**config.mk**
```make
export PLATFORM = sky130hd
export DESIGN_NAME = sprite_compositor
export DESIGN_NICKNAME = d
export VERILOG_FILES = /design/src/rtl/compositor_pkg.sv /design/src/rtl/sprite_compositor_mover.sv /design/src/rtl/sprite_compositor.sv
export SDC_FILE = /design/constraint.sdc
export NUM_CORES = 1
export LEC_CHECK = 0
export ABC_AREA = 1
export CAP_MARGIN = 0
export CORE_MARGIN = 5
export CORE_UTILIZATION = 40
export DETAILED_ROUTE_END_ITERATION = 8
export PLACE_DENSITY = 0.66
export SLEW_MARGIN = 20
export SYNTH_ARGS = -nofsm -noshare
export SYNTH_HDL_FRONTEND = slang
export SYNTH_HIERARCHICAL = 1
export SYNTH_SLANG_ARGS = --single-unit
```
**constraint.sdc**
```tcl
create_clock -name clk -period 1.64 [get_ports clk]
set_input_delay 0.328 -clock clk [delete_from_list [all_inputs] [get_ports clk]]
set_output_delay 0.328 -clock clk [all_outputs]
set_load 0.01 [all_outputs]
```
**src/rtl/compositor_pkg.sv**
```systemverilog
// compositor_pkg: shared opcodes, colour type, background modes
// and the background pattern generator for sprite_compositor.
package compositor_pkg;

  localparam int H_DISPLAY_DEF = 640;
  localparam int V_DISPLAY_DEF = 480;

  typedef logic [5:0] color_t;
  typedef logic [1:0] opcode_t;

  localparam opcode_t OP_SOLID  = 2'b00;
  localparam opcode_t OP_SPRITE = 2'b01;
  localparam opcode_t OP_BG     = 2'b10;
  localparam opcode_t OP_AUTO   = 2'b11;

  typedef enum logic [3:0] {
    BG_SOLID     = 4'd0,
    BG_CHECK     = 4'd1,
    BG_CHECK_SW  = 4'd2,
    BG_SCROLL_XP = 4'd3,
    BG_SCROLL_XM = 4'd4,
    BG_SCROLL_YP = 4'd5,
    BG_SCROLL_YM = 4'd6,
    BG_DIAG_PP   = 4'd7,
    BG_DIAG_MP   = 4'd8,
    BG_DIAG_PM   = 4'd9,
    BG_DIAG_MM   = 4'd10
  } bg_mode_e;

  // a[0..2] select R,G,B high bits; b is shared low bit
  function automatic color_t pattern(
    input logic [2:0] a,
    input logic       b
  );
    return {a[0], b, a[1], b, a[2], b};
  endfunction

  function automatic color_t bg_color(
    input logic [3:0] mode,
    input logic [9:0] h,
    input logic [9:0] v,
    input logic [9:0] s,
    input color_t     solid
  );
    logic [9:0] xp, xm, yp, ym;
    color_t     c;
    xp = h + s;
    xm = h - s;
    yp = v + s;
    ym = v - s;
    case (mode)
      BG_CHECK:     c = pattern(h[7:5], v[1]);
      BG_CHECK_SW:  c = pattern(v[7:5], h[1]);
      BG_SCROLL_XP: c = pattern(xp[7:5], v[2]);
      BG_SCROLL_XM: c = pattern(xm[7:5], v[2]);
      BG_SCROLL_YP: c = pattern(yp[7:5], h[2]);
      BG_SCROLL_YM: c = pattern(ym[7:5], h[2]);
      BG_DIAG_PP:   c = pattern(yp[7:5], xp[2]);
      BG_DIAG_MP:   c = pattern(yp[7:5], xm[2]);
      BG_DIAG_PM:   c = pattern(ym[7:5], xp[2]);
      BG_DIAG_MM:   c = pattern(ym[7:5], xm[2]);
      default:      c = solid;
    endcase
    return c;
  endfunction

endpackage

```
**src/rtl/sprite_compositor_mover.sv**
```systemverilog
// sprite_mover: position/direction state of one bouncing sprite,
// hit test and ROM address for the current pixel.
module sprite_mover
  import compositor_pkg::*;
#(
  parameter int         SW    = 6,
  parameter int         BW    = 1,
  parameter int         H     = H_DISPLAY_DEF,
  parameter int         V     = V_DISPLAY_DEF,
  parameter logic [9:0] LEFT0 = 10'd100,
  parameter logic [9:0] TOP0  = 10'd100,
  parameter logic       DX0   = 1'b0,
  parameter logic       DY0   = 1'b0
) (
  input  logic               clk,
  input  logic               rst_n,
  input  logic               tick,
  input  logic               pause,
  input  logic               enable,
  input  logic [BW-1:0]      bank,
  input  logic [9:0]         hpos,
  input  logic [9:0]         vpos,
  output logic               hit,
  output logic [BW+2*SW-1:0] addr,
  output logic               bounced
);

  localparam logic [9:0] XMAX = 10'(H - (1 << SW) - 1);
  localparam logic [9:0] YMAX = 10'(V - (1 << SW) - 1);

  logic [9:0] left, top, rx, ry;
  logic       dx, dy, fx, fy, step;

  // dx/dy = 1 means moving towards larger coordinates
  assign fx = dx ? (left == XMAX) : (left == 10'd1);
  assign fy = dy ? (top == YMAX) : (top == 10'd1);
  assign step = tick & ~pause;
  assign bounced = step & (fx | fy);

  always_ff @(posedge clk) begin
    if (!rst_n) begin
      left <= LEFT0;
      top  <= TOP0;
      dx   <= DX0;
      dy   <= DY0;
    end else if (step) begin
      left <= dx ? left + 10'd1 : left - 10'd1;
      top  <= dy ? top + 10'd1 : top - 10'd1;
      if (fx) dx <= ~dx;
      if (fy) dy <= ~dy;
    end
  end

  assign rx = hpos - left;
  assign ry = vpos - top;
  assign hit = enable
             && (rx[9:SW] == '0)
             && (ry[9:SW] == '0);
  assign addr = {bank, ry[SW-1:0], rx[SW-1:0]};

endmodule

```
**src/rtl/sprite_compositor.sv**
```systemverilog
// sprite_compositor: N bouncing sprites over a selectable background,
// 2-cycle pixel pipeline. Optional overlap flag: SPRITE_COLLISION_EN.
module sprite_compositor
  import compositor_pkg::*;
#(
  parameter int     N_SPRITES   = 2,
  parameter int     SPRITE_SIZE = 64,
  parameter int     N_BANKS     = 2,
  parameter int     H_DISPLAY   = H_DISPLAY_DEF,
  parameter int     V_DISPLAY   = V_DISPLAY_DEF,
  parameter color_t TRANS_KEY   = 6'h00,
  localparam int    SW = $clog2(SPRITE_SIZE),
  localparam int    BW = (N_BANKS > 1) ? $clog2(N_BANKS) : 1,
  localparam int    AW = BW + 2 * SW
) (
  input  logic                      clk,
  input  logic                      rst_n,
  input  logic [9:0]                hpos,
  input  logic [9:0]                vpos,
  input  logic                      visible,
  input  logic                      cmd_valid,
  input  logic [7:0]                cmd,
  output logic [N_SPRITES*AW-1:0]   rom_addr,
  input  logic [N_SPRITES*6-1:0]    rom_rgb,
  output color_t                    rgb,
  output logic                      collision
);

  logic [N_SPRITES-1:0]         en, hit_w, hit_q;
  logic [N_SPRITES-1:0]         bounced, opq;
  logic [N_SPRITES-1:0][BW-1:0] bank;
  logic [N_SPRITES*AW-1:0]      addr_w;
  color_t                       solid_color, bg_w, bg_q, pix;
  logic [3:0]                   bg_mode, bounce_cnt, eff_mode;
  logic                         auto_mode, pause, tick, vis_q;
  logic [9:0]                   vpos_q, scroll;
  logic                         op_solid, op_sprite, op_bg, op_auto;

  assign op_solid  = cmd[7:6] == OP_SOLID;
  assign op_sprite = cmd[7:6] == OP_SPRITE;
  assign op_bg     = cmd[7:6] == OP_BG;
  assign op_auto   = cmd[7:6] == OP_AUTO;

  always_ff @(posedge clk) begin
    if (!rst_n) begin
      solid_color <= 6'h3F;
      bg_mode     <= '0;
      auto_mode   <= 1'b0;
      pause       <= 1'b0;
      en          <= '1;
      bank        <= '0;
    end else if (cmd_valid) begin
      unique case (1'b1)
        op_solid: solid_color <= cmd[5:0];
        op_sprite: begin
          for (int i = 0; i < N_SPRITES; i++) begin
            if (cmd[5:4] == 2'(i)) begin
              en[i]   <= cmd[3];
              bank[i] <= cmd[BW-1:0];
            end
          end
        end
        op_bg: begin
          bg_mode   <= cmd[3:0];
          auto_mode <= 1'b0;
        end
        op_auto: begin
          auto_mode <= 1'b1;
          pause     <= cmd[0];
        end
        default: ;
      endcase
    end
  end

  // frame tick: first cycle after vpos returns to line 0
  always_ff @(posedge clk) begin
    if (!rst_n) begin
      vpos_q     <= '0;
      tick       <= 1'b0;
      scroll     <= '0;
      bounce_cnt <= '0;
    end else begin
      vpos_q <= vpos;
      tick   <= (vpos == '0) && (vpos_q != '0);
      if (tick && !pause) begin
        scroll <= scroll + 10'd1;
        if (|bounced) bounce_cnt <= bounce_cnt + 4'd1;
      end
    end
  end

  for (genvar i = 0; i < N_SPRITES; i++) begin : g_spr
    sprite_mover #(
      .SW    (SW),
      .BW    (BW),
      .H     (H_DISPLAY),
      .V     (V_DISPLAY),
      .LEFT0 (10'(100 + 80 * i)),
      .TOP0  (10'(100 + 40 * i)),
      .DX0   (1'(i % 2)),
      .DY0   (1'(i % 2))
    ) u_mover (
      .clk     (clk),
      .rst_n   (rst_n),
      .tick    (tick),
      .pause   (pause),
      .enable  (en[i]),
      .bank    (bank[i]),
      .hpos    (hpos),
      .vpos    (vpos),
      .hit     (hit_w[i]),
      .addr    (addr_w[i*AW +: AW]),
      .bounced (bounced[i])
    );
  end

  assign eff_mode = auto_mode ? bounce_cnt : bg_mode;
  assign bg_w = bg_color(eff_mode, hpos, vpos,
                         scroll, solid_color);

  // S2: lowest index opaque sprite wins over background
  always_comb begin
    opq = '0;
    pix = bg_q;
    for (int i = N_SPRITES - 1; i >= 0; i--) begin
      if (hit_q[i] && rom_rgb[i*6 +: 6] != TRANS_KEY) begin
        opq[i] = 1'b1;
        pix    = rom_rgb[i*6 +: 6];
      end
    end
  end

  always_ff @(posedge clk) begin
    if (!rst_n) begin
      rom_addr <= '0;
      hit_q    <= '0;
      vis_q    <= 1'b0;
      bg_q     <= '0;
      rgb      <= '0;
    end else begin
      rom_addr <= addr_w;
      hit_q    <= hit_w;
      vis_q    <= visible;
      bg_q     <= bg_w;
      rgb      <= vis_q ? pix : '0;
    end
  end

`ifdef SPRITE_COLLISION_EN
  localparam logic [N_SPRITES-1:0] ONE = 1;
  logic overlap;

  // more than one bit set in the opaque mask
  assign overlap = |(opq & (opq - ONE));

  always_ff @(posedge clk) begin
    if (!rst_n) begin
      collision <= 1'b0;
    end else if (tick) begin
      collision <= 1'b0;
    end else if (overlap) begin
      collision <= 1'b1;
    end
  end
`else
  assign collision = 1'b0;
`endif

endmodule

```
==> results.json, run 1 <==
{
  "synth_top_area_share_pct": 27.0,
  "fp.dieArea_mm2": 0.0261,
  "yosysWarnings": 6,
  "vertical_extent_of_the_die_um": 162,
  "async_set_or_reset_register_ratio_after_synthesis_pct": 0,
  "critical-path-top-cell-by-count": "nand2_1",
  "grt_pass1_wl_um": 44800,
  "layout.filler_cells": 1995,
  "detailedRoute.firstIterationViolations": 681,
  "placement.io_buffers": 75,
  "postSynthRegisterBits": 124,
  "worst-endpoint-arrival_ps": 2210,
  "min_period_ps": 1830,
  "cts_num_sinks": 124,
  "pin_count_of_the_biggest_net_entering_global_routing": 36,
  "final_min_period_over_clock_period_pct": 112,
  "number_of_enable_type_register_cells_in_the_synthesized_netlist": 0,
  "synth-main-ff-cell": "dfxtp_1",
  "crit_required_ps": 2010,
  "worstSkewPairLatency_ps": 430,
  "post_drt_wl_per_cell_um": 14.3,
  "violations": "negative setup slack",
  "wirelength_um": 29200,
  "initial_antenna_violation_count": 0,
  "report.final.hold_viol_count": 0,
  "fmax_mhz": 545,
  "yosys-top-cells-area": "dfxtp_1, nand2_1, ha_1, inv_1, nand3_1",
  "numCtsBuffers": 17,
  "insertedDiodeCount": 0,
  "area_delta_synth_final_pct": 50.1,
  "power.sequential.fraction_pct": 35.6,
  "rows": 55,
  "power_leakage_nw": 6.86,
  "post_route_cells_drive_above_1_share_pct": 31.3,
  "first_pass_iters": 5,
  "groute.usage.overall_pct": 21.0,
  "setup.worst_path.end_class": "flop",
  "rsz0062_at_grt": "true",
  "cp_max_delay_cell": "fa_2",
  "avgSynthCellArea_um2": 6.35,
  "clk_path_buf_depth": 2,
  "ys_top_cells_by_count": "nand2_1, inv_1, nand3_1",
  "run_status": "complete, but fails checks",
  "crit_path_max_fo": 4,
  "num_vias": 10100,
  "setup_viol_count_final": 9,
  "switching_share_pct": 28.6,
  "first_global_vias": 9354,
  "grt.overflow.total": 0,
  "initial_utilization_pct": 40.6,
  "tritoncts_clock_tree": "yes",
  "post_synthesis_cell_type_with_the_largest_combined_area": "dfxtp_1",
  "worstSetupPathType": "flop to flop",
  "postLayoutCoreUtil_pct": 60.9,
  "power.ir.vdd_worst_v": 0.000708,
  "detail_route.drc_violations": 0,
  "setup.worst_path.start_class": "flop",
  "dpl.hpwl_um": 21600,
  "cts_root_buf": "clkbuf_16",
  "cts_hold_buf": 0,
  "yosysSeqAreaShare_pct": 27.0,
  "worst_setup_hold_path_clk_slew_ps": 60,
  "internal_power_contribution_w": 0.00630,
  "clock_skew_ps": 9.05,
  "slowest_delay_ps": 370,
  "dieWidth_um": 162,
  "postSynthCellCount": 1447,
  "cell_area_after_synthesis_mm2": 0.00919,
  "cts_htree_levels": 4,
  "count_of_max_cap_constraint_violations": 0,
  "yosys.cell_types.count": 47,
  "report.final.slew_viol_count": 0,
  "finalSetupTns_ps": -1010,
  "hold_class": "input port to flop",
  "most_instantiated_library_cell_after_synthesis": "nand2_1",
  "design.core.area_mm2": 0.0226,
  "fin_ws_ps": -194,
  "combinationalPowerShare_pct": 18.9,
  "final_net_count": 1870,
  "post_drt_via_cell_ratio": 4.95,
  "power.share.clock_pct": 45.4,
  "pwr_density_cell_mw_per_mm2": 640,
  "top_level_ports": 77,
  "synth_fp_nets": 1569,
  "hold_ws_ps": 243,
  "ant_nets": 0,
  "path_cells": "buf_6 -> inv_4 -> buf_6 -> fa_2 -> nand3_2 -> nand2_2 -> nand2_2 -> nand2_1 -> nand2_1 -> nand3_1 -> nor2_1 -> nand2_1 -> nor2_1 -> nand2_1 -> inv_1",
  "finalWeightedCongestion": 0.950,
  "switching_power_w": 0.00253
}
## power by group through the flow
stage                     sequential (W)  clock (W)  combinational [W]
final                            0.00314    0.00401            0.00167
after global routing             0.00315    0.00420            0.00183
after CTS                        0.00315    0.00408            0.00149
after detailed placement         0.00322          0            0.00141
after global placement           0.00322          0            0.00140
after floorplan                  0.00324          0           0.000755
## cells by family (layout without fill, tap and decap cells)
logic type      Yosys count  count (layout)  share of synthesized area [%]
simple gates            748             748                           35.8
buf+inv                 277             591                           12.1
compound gates          193             193                           11.6
flops                   124             124                           27.0
fa+ha+maj                78              78                           11.0
xor+xnor                 26              26                           2.48
other cells               1               1                         0.0408
## cell type report
cell class              count  area, µm²  area share [%]
multi-input cells        1046       6600            47.8
repair buffers            306       2700            19.6
flip-flops and latches    124       2530            18.4
inverters                 252        978            7.10
clock buffers              17        425            3.09
well taps                 285        357            2.59
clock inverters            15        190            1.38
repair inverters            1       8.76          0.0635
## routing by layer
layer / vias to the layer above / track usage (%) / routed length (µm) / part of all wire [%]
met1: 4602 / 28.4 / 13300 / 45
li1: 5198 / - / - / -
met4: 0 / 5.23 / 570 / 1.9
met5: - / 0 / 0 / 0
met2: 286 / 35.1 / 13800 / 47
met3: 45 / 3.04 / 1600 / 5.5
## path summary, 6_finish.rpt
kind              cells after the start                      from  slack, ps           end
setup / recovery                     15  g_spr[0].u_mover/left[1]       -190      hit_q[0]
hold reg to reg                       2                   bank[0]        430  rom_addr[12]
hold / removal                        3                   vpos[2]        240     vpos_q[2]
setup reg to reg                     15  g_spr[0].u_mover/left[1]       -190      hit_q[0]
## through the flow
step	worst slack (ps)	power, W	area [µm²]	cells
floorplan	-22.6	0.00399	9210	1447
global placement	-737	0.00462	11700	1984
detailed placement	-741	0.00463	11700	1984
CTS	-212	0.00872	12900	2026
global route	-321	0.00918	13800	2046
finish	-194	0.00882	13800	2046
## flip-flops by register name, indices dropped and copies added, names as in the netlist, 2 cells and up
register	flops
en	2
g_spr.u_mover/left	20
solid_color	6
scroll	8
hit_q	2
rom_addr	26
g_spr.u_mover/top	20
rgb	6
bg_q	6
vpos_q	10
bounce_cnt	4
bg_mode	4
g_spr.u_mover/dx	2
bank	2
g_spr.u_mover/dy	2
## critical path: cells and delay by family (launching register included)
kind / cells / cell delay [ps]
flip-flops: 1 / 360
AND/OR/NAND/NOR: 10 / 720
buffers and inverters: 4 / 330
adder cells (fa/ha/maj): 1 / 370
## what timing repair did
item | 4_1_cts | 5_1_grt
gates resized for setup | 112 | 200
cloned | 0 | 4
buffers inserted | 11 | 21
setup endpoints to repair | 22 | 39
pin swaps | 33 | 70
## placed cells by master, fill, tap and decap left out, types with 8 or more instances in the layout
cell type | synthesis | routed
a21oi_1 | 78 | 57
a21oi_2 | 5 | 26
buf_12 | 0 | 8
buf_4 | 6 | 197
buf_6 | 4 | 23
clkbuf_16 | 0 | 18
clkdlybuf4s50_1 | 0 | 53
clkinv_4 | 0 | 8
dfxtp_1 | 124 | 97
dfxtp_2 | 0 | 21
dlymetal6s2s_1 | 0 | 12
ha_1 | 74 | 33
ha_4 | 0 | 38
inv_1 | 241 | 211
inv_2 | 10 | 32
inv_4 | 0 | 8
nand2_1 | 408 | 367
nand2_2 | 11 | 45
nand2_4 | 9 | 13
nand3_1 | 130 | 114
nand3_2 | 4 | 19
nand4_1 | 26 | 26
nor2_1 | 123 | 100
nor2_2 | 9 | 24
nor2_4 | 3 | 11
o21ai_0 | 74 | 63
o21ai_1 | 11 | 15
xnor2_1 | 9 | 8
xor2_1 | 17 | 15
Note: power is estimated with default switching activity, not from simulation.
==> run 2: changes to the inputs <==
--- a/config.mk
+++ b/config.mk
@@ -10,7 +10,7 @@
 export CORE_MARGIN = 5
 export CORE_UTILIZATION = 40
 export DETAILED_ROUTE_END_ITERATION = 8
-export PLACE_DENSITY = 0.66
+export PLACE_DENSITY = 0.64
 export SLEW_MARGIN = 20
 export SYNTH_ARGS = -nofsm -noshare
 export SYNTH_HDL_FRONTEND = slang
==> constraint.sdc (replaced) <==
create_clock -name clk -period 2.2 [get_ports clk]
set_input_delay 0.44 -clock clk [delete_from_list [all_inputs] [get_ports clk]]
set_output_delay 0.44 -clock clk [all_outputs]
set_load 0.01 [all_outputs]
==> run 2 against run 1 <==
The run now ends clean. Non-clock buffer count fell by 114. Sequential share of layout area up 3.0 points. Core utilization down 9.5 points. Combinational power is 38% lower. Largest power group unchanged.
==> results.json, run 2 (synthesized netlist as in run 1, its figures left out) <==
{
  "run_status": "finished clean",
  "postLayoutCoreUtil_pct": 51.4,
  "rsz0062_at_grt": "false",
  "ff2ff_setup_slack_ps": 150,
  "insertedDiodeCount": 0,
  "initial_antenna_violation_count": 0,
  "groute.usage.overall_pct": 20.2,
  "detail_route.drc_violations": 0,
  "worstSetupPathType": "flop to flop",
  "tritoncts_clock_tree": "yes",
  "numCtsBuffers": 17,
  "min_period_ps": 2050,
  "design.core.area_mm2": 0.0226,
  "setup_viol_count_final": 0,
  "postCtsSetupBuffers": 0,
  "report.final.hold_viol_count": 0,
  "largest_register_ffs": 26,
  "cts_hold_buf": 0,
  "setup.worst_path.end_class": "flop",
  "post_route_cells_drive_above_1_share_pct": 13.6,
  "fin_total_pwr_w": 0.00628,
  "timing.rr.start": "g_spr[1].u_mover/top[4]",
  "hold_depth": 2,
  "crit_required_ps": 2580,
  "worst-endpoint-arrival_ps": 2430,
  "first_global_vias": 8701,
  "worstHoldStart": "rst_n",
  "crit_path_max_fo": 6,
  "clk_path_buf_depth": 2,
  "timing.critical_path.max_delay_family": "simple AND/OR/NAND/NOR gates",
  "rows": 55,
  "critical-path-top-cell-by-count": "nand2_1",
  "post_drt_wl_per_cell_um": 13.6,
  "report.final.slew_viol_count": 0,
  "count_of_max_cap_constraint_violations": 0,
  "dpl.hpwl_um": 20900,
  "num_vias": 9342,
  "hold_class": "input port to flop",
  "cts_num_sinks": 124,
  "pin_count_of_the_biggest_net_entering_global_routing": 37,
  "power.ir.vdd_worst_v": 0.000490,
  "dieWidth_um": 162,
  "initial_utilization_pct": 40.6,
  "grt_pass1_wl_um": 42600,
  "cts_root_buf": "clkbuf_16",
  "worst_setup_hold_path_clk_slew_ps": 60,
  "final_min_period_over_clock_period_pct": 93.3,
  "timing.reg2reg.worst_path_depth": 12,
  "final_net_count": 1755,
  "post_drt_via_cell_ratio": 4.84,
  "placement.io_buffers": 75,
  "finalWeightedCongestion": 0.964,
  "regMostFlops": "rom_addr",
  "fp.dieArea_mm2": 0.0261,
  "setup.worst_path.start_class": "flop",
  "power_leakage_nw": 6.02,
  "ant_nets": 0,
  "vertical_extent_of_the_die_um": 162,
  "cp_bufs_invs": 2,
  "most-common-layout-cells": "nand2_1, inv_1, nand3_1, nor2_1, dfxtp_1",
  "first_pass_iters": 5,
  "worst_r2r_endpoint": "hit_q[1]",
  "cp_max_delay_cell": "ha_1",
  "area_delta_synth_final_pct": 26.8,
  "clock_skew_ps": 9.86,
  "top_level_ports": 77,
  "detailedRoute.firstIterationViolations": 618,
  "worstSkewPairLatency_ps": 430,
  "hold-path-endpoint": "g_spr[1].u_mover/left[5]",
  "wirelength_um": 26200,
  "grt.overflow.total": 0,
  "path_cells": "inv_2 -> ha_1 -> nand2_1 -> nor2_1 -> nand3_1 -> nand4_1 -> nand2_1 -> nor2_1 -> nand2_1 -> nor2_1 -> nand2_1 -> inv_1",
  "most_common_cell_after_layout_fill_and_taps_aside": "nand2_1",
  "reg_top3": "rom_addr (26), g_spr.u_mover/left (20), g_spr.u_mover/top (20)",
  "fmax_mhz": 487,
  "slowest_delay_ps": 470,
  "pwr_density_cell_mw_per_mm2": 539,
  "cts_htree_levels": 4
}
## run 2: changes by cell type in the layout (fill, tap and decap cells not counted), moves of 24 or more
cell	previous run	this run
buf_4	197	116
ha_1	33	74
nand2_1	367	407
ha_4	38	0
nand2_2	45	12
inv_1	211	241
dfxtp_1	97	121
## run 2: layout make-up
cell class              instances  area [µm²]
clock buffers                  17         425
multi-input cells            1046        5600
fillers                      2246       11000
well taps                     285         357
repair buffers                192        1660
flip-flops and latches        124        2490
clock inverters                15         164
inverters                     252         953
## run 2: metal layers
layer  part of all wire (%)  global-route usage (%)
met4                    1.8                    5.89
met1                     49                    27.7
met5                      0                       0
met3                    5.0                    3.24
met2                     44                    32.7
## run 2: timing repair
action | in CTS | in global routing
resized for setup | 0 | 9
setup endpoints to repair | 0 | 6
hold endpoints to repair | 0 | 0
## run 2: how the worst max path moves through the flow
stage / cells after the start / startpoint / slack, ps / to
after detailed placement: 16 / vpos[0] / -270 / hit_q[1]
after floorplan: 14 / hpos[0] / 390 / hit_q[1]
after global placement: 16 / hpos[0] / -250 / hit_q[0]
after global routing: 15 / g_spr[1].u_mover/top[4] / 10 / hit_q[1]
final: 12 / g_spr[1].u_mover/top[4] / 150 / hit_q[1]
after CTS: 12 / g_spr[0].u_mover/left[1] / 20 / bounce_cnt[3]
## run 2: worst register-to-register path, stage by stage (launching register included)
cell and delay [ps]:
dfxtp_1 440, inv_2 150, ha_1 470, nand2_1 140, nor2_1 160, nand3_1 110, nand4_1 110, nand2_1 50
nor2_1 120, nand2_1 70, nor2_1 80, nand2_1 50, inv_1 50
## run 2: metrics by stage
stage	setup TNS [ps]	area (µm²)	std cells	hold WS [ps]	setup WS, ps
floorplan	0	9190	1447	423	390
global placement	-1890	11000	1899	417	-253
detailed placement	-2090	11000	1899	435	-265
CTS	0	11600	1931	306	15.0
global route	0	11600	1931	308	9.69
finish	0	11600	1931	314	147
## run 2: report_power, final
group	internal (W)	switching, W
clock network	0.00169	0.00119
logic	0.000467	0.000578
registers	0.00233	0.0000293
==> run 3: changes to the inputs <==
--- a/config.mk
+++ b/config.mk
@@ -10,7 +10,8 @@
 export CORE_MARGIN = 5
 export CORE_UTILIZATION = 40
 export DETAILED_ROUTE_END_ITERATION = 8
-export PLACE_DENSITY = 0.64
+export DONT_BUFFER_PORTS = 1
+export PLACE_DENSITY = 0.59
 export SLEW_MARGIN = 20
 export SYNTH_ARGS = -nofsm -noshare
 export SYNTH_HDL_FRONTEND = slang
==> constraint.sdc (replaced) <==
create_clock -name clk -period 2.5 [get_ports clk]
set_input_delay 0.5 -clock clk [delete_from_list [all_inputs] [get_ports clk]]
set_output_delay 0.5 -clock clk [all_outputs]
set_load 0.01 [all_outputs]
==> run 3 against run 2 <==
Maximum frequency decreased by 5.3%. Critical path depth did not move. Count of clock-buffer cells in the layout is 8 higher. Non-clock buffer count down 180. Sequential share of layout area up 3.3 points. Clock skew rose by 3.2 ps. Combinational power shrank 43%. Die area unchanged. Critical path type unchanged.
==> results.json, run 3 (synthesized netlist as in run 1, its figures left out) <==
{
  "fin_total_pwr_w": 0.00529,
  "power.ir.vdd_worst_v": 0.000331,
  "setup.worst_path.end_class": "flop",
  "numCtsBuffers": 17,
  "worstHoldStart": "vpos[0]",
  "power.share.clock_pct": 49.2,
  "post_drt_wl_per_cell_um": 14.3,
  "min_period_ps": 2170,
  "postCtsSetupBuffers": 0,
  "largest_register_ffs": 26,
  "wirelength_um": 25000,
  "worst_r2r_endpoint": "bounce_cnt[3]",
  "top_level_ports": 77,
  "ant_nets": 0,
  "timing.reg2reg.worst_path_depth": 12,
  "worstSkewPairLatency_ps": 420,
  "hold_class": "input port to flop",
  "area_after_dpl_mm2": 0.00948,
  "fmax_mhz": 461,
  "worstSetupPathType": "flop to flop",
  "most-common-layout-cells": "nand2_1, inv_1, nand3_1, dfxtp_1, nor2_1",
  "hold_ws_ps": 173,
  "design.core.area_mm2": 0.0226,
  "pin_count_of_the_biggest_net_entering_global_routing": 108,
  "first_global_vias": 7971,
  "placement.io_buffers": 0,
  "power.sequential.fraction_pct": 39.6,
  "cts_htree_levels": 4,
  "vertical_extent_of_the_die_um": 162,
  "finalSetupTns_ps": 0,
  "detailedRoute.firstIterationViolations": 525,
  "most_common_cell_after_layout_fill_and_taps_aside": "nand2_1",
  "first_pass_iters": 5,
  "initial_utilization_pct": 40.6,
  "detail_route.drc_violations": 0,
  "report.final.hold_viol_count": 0,
  "timing.rr.start": "g_spr[1].u_mover/top[0]",
  "worstSetupEndpoint": "bounce_cnt[3]",
  "run_status": "finished clean",
  "max_slew_margin_pct": 62.6,
  "switching_share_pct": 25.1,
  "rows": 55,
  "regMostFlops": "rom_addr",
  "post_drt_via_cell_ratio": 5.01,
  "cts_num_sinks": 124,
  "groute.usage.overall_pct": 19.2,
  "clk_path_buf_depth": 2,
  "layout.cell_area.non_filler_mm2": 0.0101,
  "insertedDiodeCount": 0,
  "worst-endpoint-arrival_ps": 2480,
  "grt_pass1_wl_um": 40500,
  "initial_antenna_violation_count": 0,
  "power_leakage_nw": 5.22,
  "report.final.slew_viol_count": 0,
  "cts_root_buf": "clkbuf_16",
  "ff2ff_setup_slack_ps": 330,
  "cts_hold_buf": 0,
  "worst_pin_slew_ps": 557,
  "final_net_count": 1575,
  "rsz0062_at_grt": "false",
  "reg_top3": "rom_addr (26), g_spr.u_mover/left (20), g_spr.u_mover/top (20)",
  "post_route_cells_drive_above_1_share_pct": 7.37,
  "fin_ws_ps": 331,
  "count_of_max_cap_constraint_violations": 0,
  "final_min_period_over_clock_period_pct": 86.8,
  "fp.dieArea_mm2": 0.0261,
  "grt.overflow.total": 0,
  "finalWeightedCongestion": 0.908,
  "area_delta_synth_final_pct": 9.83,
  "worst_setup_hold_path_clk_slew_ps": 60,
  "setup.worst_path.start_class": "flop",
  "clock_skew_ps": 13.1,
  "tritoncts_clock_tree": "yes",
  "dieWidth_um": 162,
  "dpl_worst_slack_ps": 396,
  "crit_required_ps": 2810,
  "pwr_density_cell_mw_per_mm2": 524,
  "num_vias": 8763,
  "setup_viol_count_final": 0,
  "internal_power_contribution_w": 0.00396,
  "switching_power_w": 0.00133,
  "crit_start": "g_spr[1].u_mover/top[0]",
  "crit_path_max_fo": 6,
  "combinationalPowerShare_pct": 11.2,
  "dpl.hpwl_um": 19200,
  "postCtsResizedCells": 0
}
[run 3: critical path: stages, from the launching register on]
cell and delay [ps]:
dfxtp_1 430, ha_1 210, inv_1 40, nor2_1 180
nand3_1 100, o22ai_1 190, nand3_1 120, nand2_1 90
o21ai_0 200, inv_1 160, nand4_1 120, o21ai_0 160
a21oi_1 50
[run 3: power by group through the flow]
stage               registers (W)  clock network [W]  logic [W]
floorplan                 0.00213                  0   0.000495
global placement          0.00214                  0   0.000584
detailed placement        0.00214                  0   0.000587
CTS                       0.00209            0.00266   0.000593
global route              0.00210            0.00275   0.000684
finish                    0.00209            0.00260   0.000593
[run 3: worst min-delay path by stage]
stage | end | slack [ps] | cells after the start
after global routing | vpos_q[0] | 160 | 2
final | vpos_q[0] | 170 | 2
after detailed placement | rom_addr[12] | 420 | 2
after global placement | rom_addr[25] | 420 | 2
after CTS | vpos_q[0] | 150 | 2
after floorplan | en[1] | 420 | 2
[run 3: routing by layer]
| layer | vias up | wire [µm] | global-route usage, % | part of all wire, % |
|---|---|---|---|---|
| met1 | 3944 | 11900 | 25.6 | 47 |
| met3 | 31 | 1100 | 3.27 | 4.4 |
| met2 | 185 | 11500 | 31.7 | 46 |
| li1 | 4603 | - | - | - |
| met4 | 0 | 522 | 6.36 | 2.1 |
| met5 | - | 0 | 0 | 0 |
[run 3: metrics by stage]
| stage | utilization, % | std cells |
|---|---|---|
| 2_1_floorplan | - | 1447 |
| 3_3_place_gp | 41.9 | 1719 |
| 3_5_place_dp | 41.9 | 1719 |
| 4_1_cts | 44.6 | 1750 |
| 5_1_grt | 44.6 | 1750 |
| 6_report | 44.6 | 1750 |
[run 3: layout make-up]
class / count / area (µm²)
multi-input cells: 1046 / 5590
clock inverters: 6 / 108
inverters: 252 / 953
fillers: 2356 / 12600
clock buffers: 25 / 505
well taps: 285 / 357
repair buffers: 12 / 90.1
flip-flops and latches: 124 / 2480
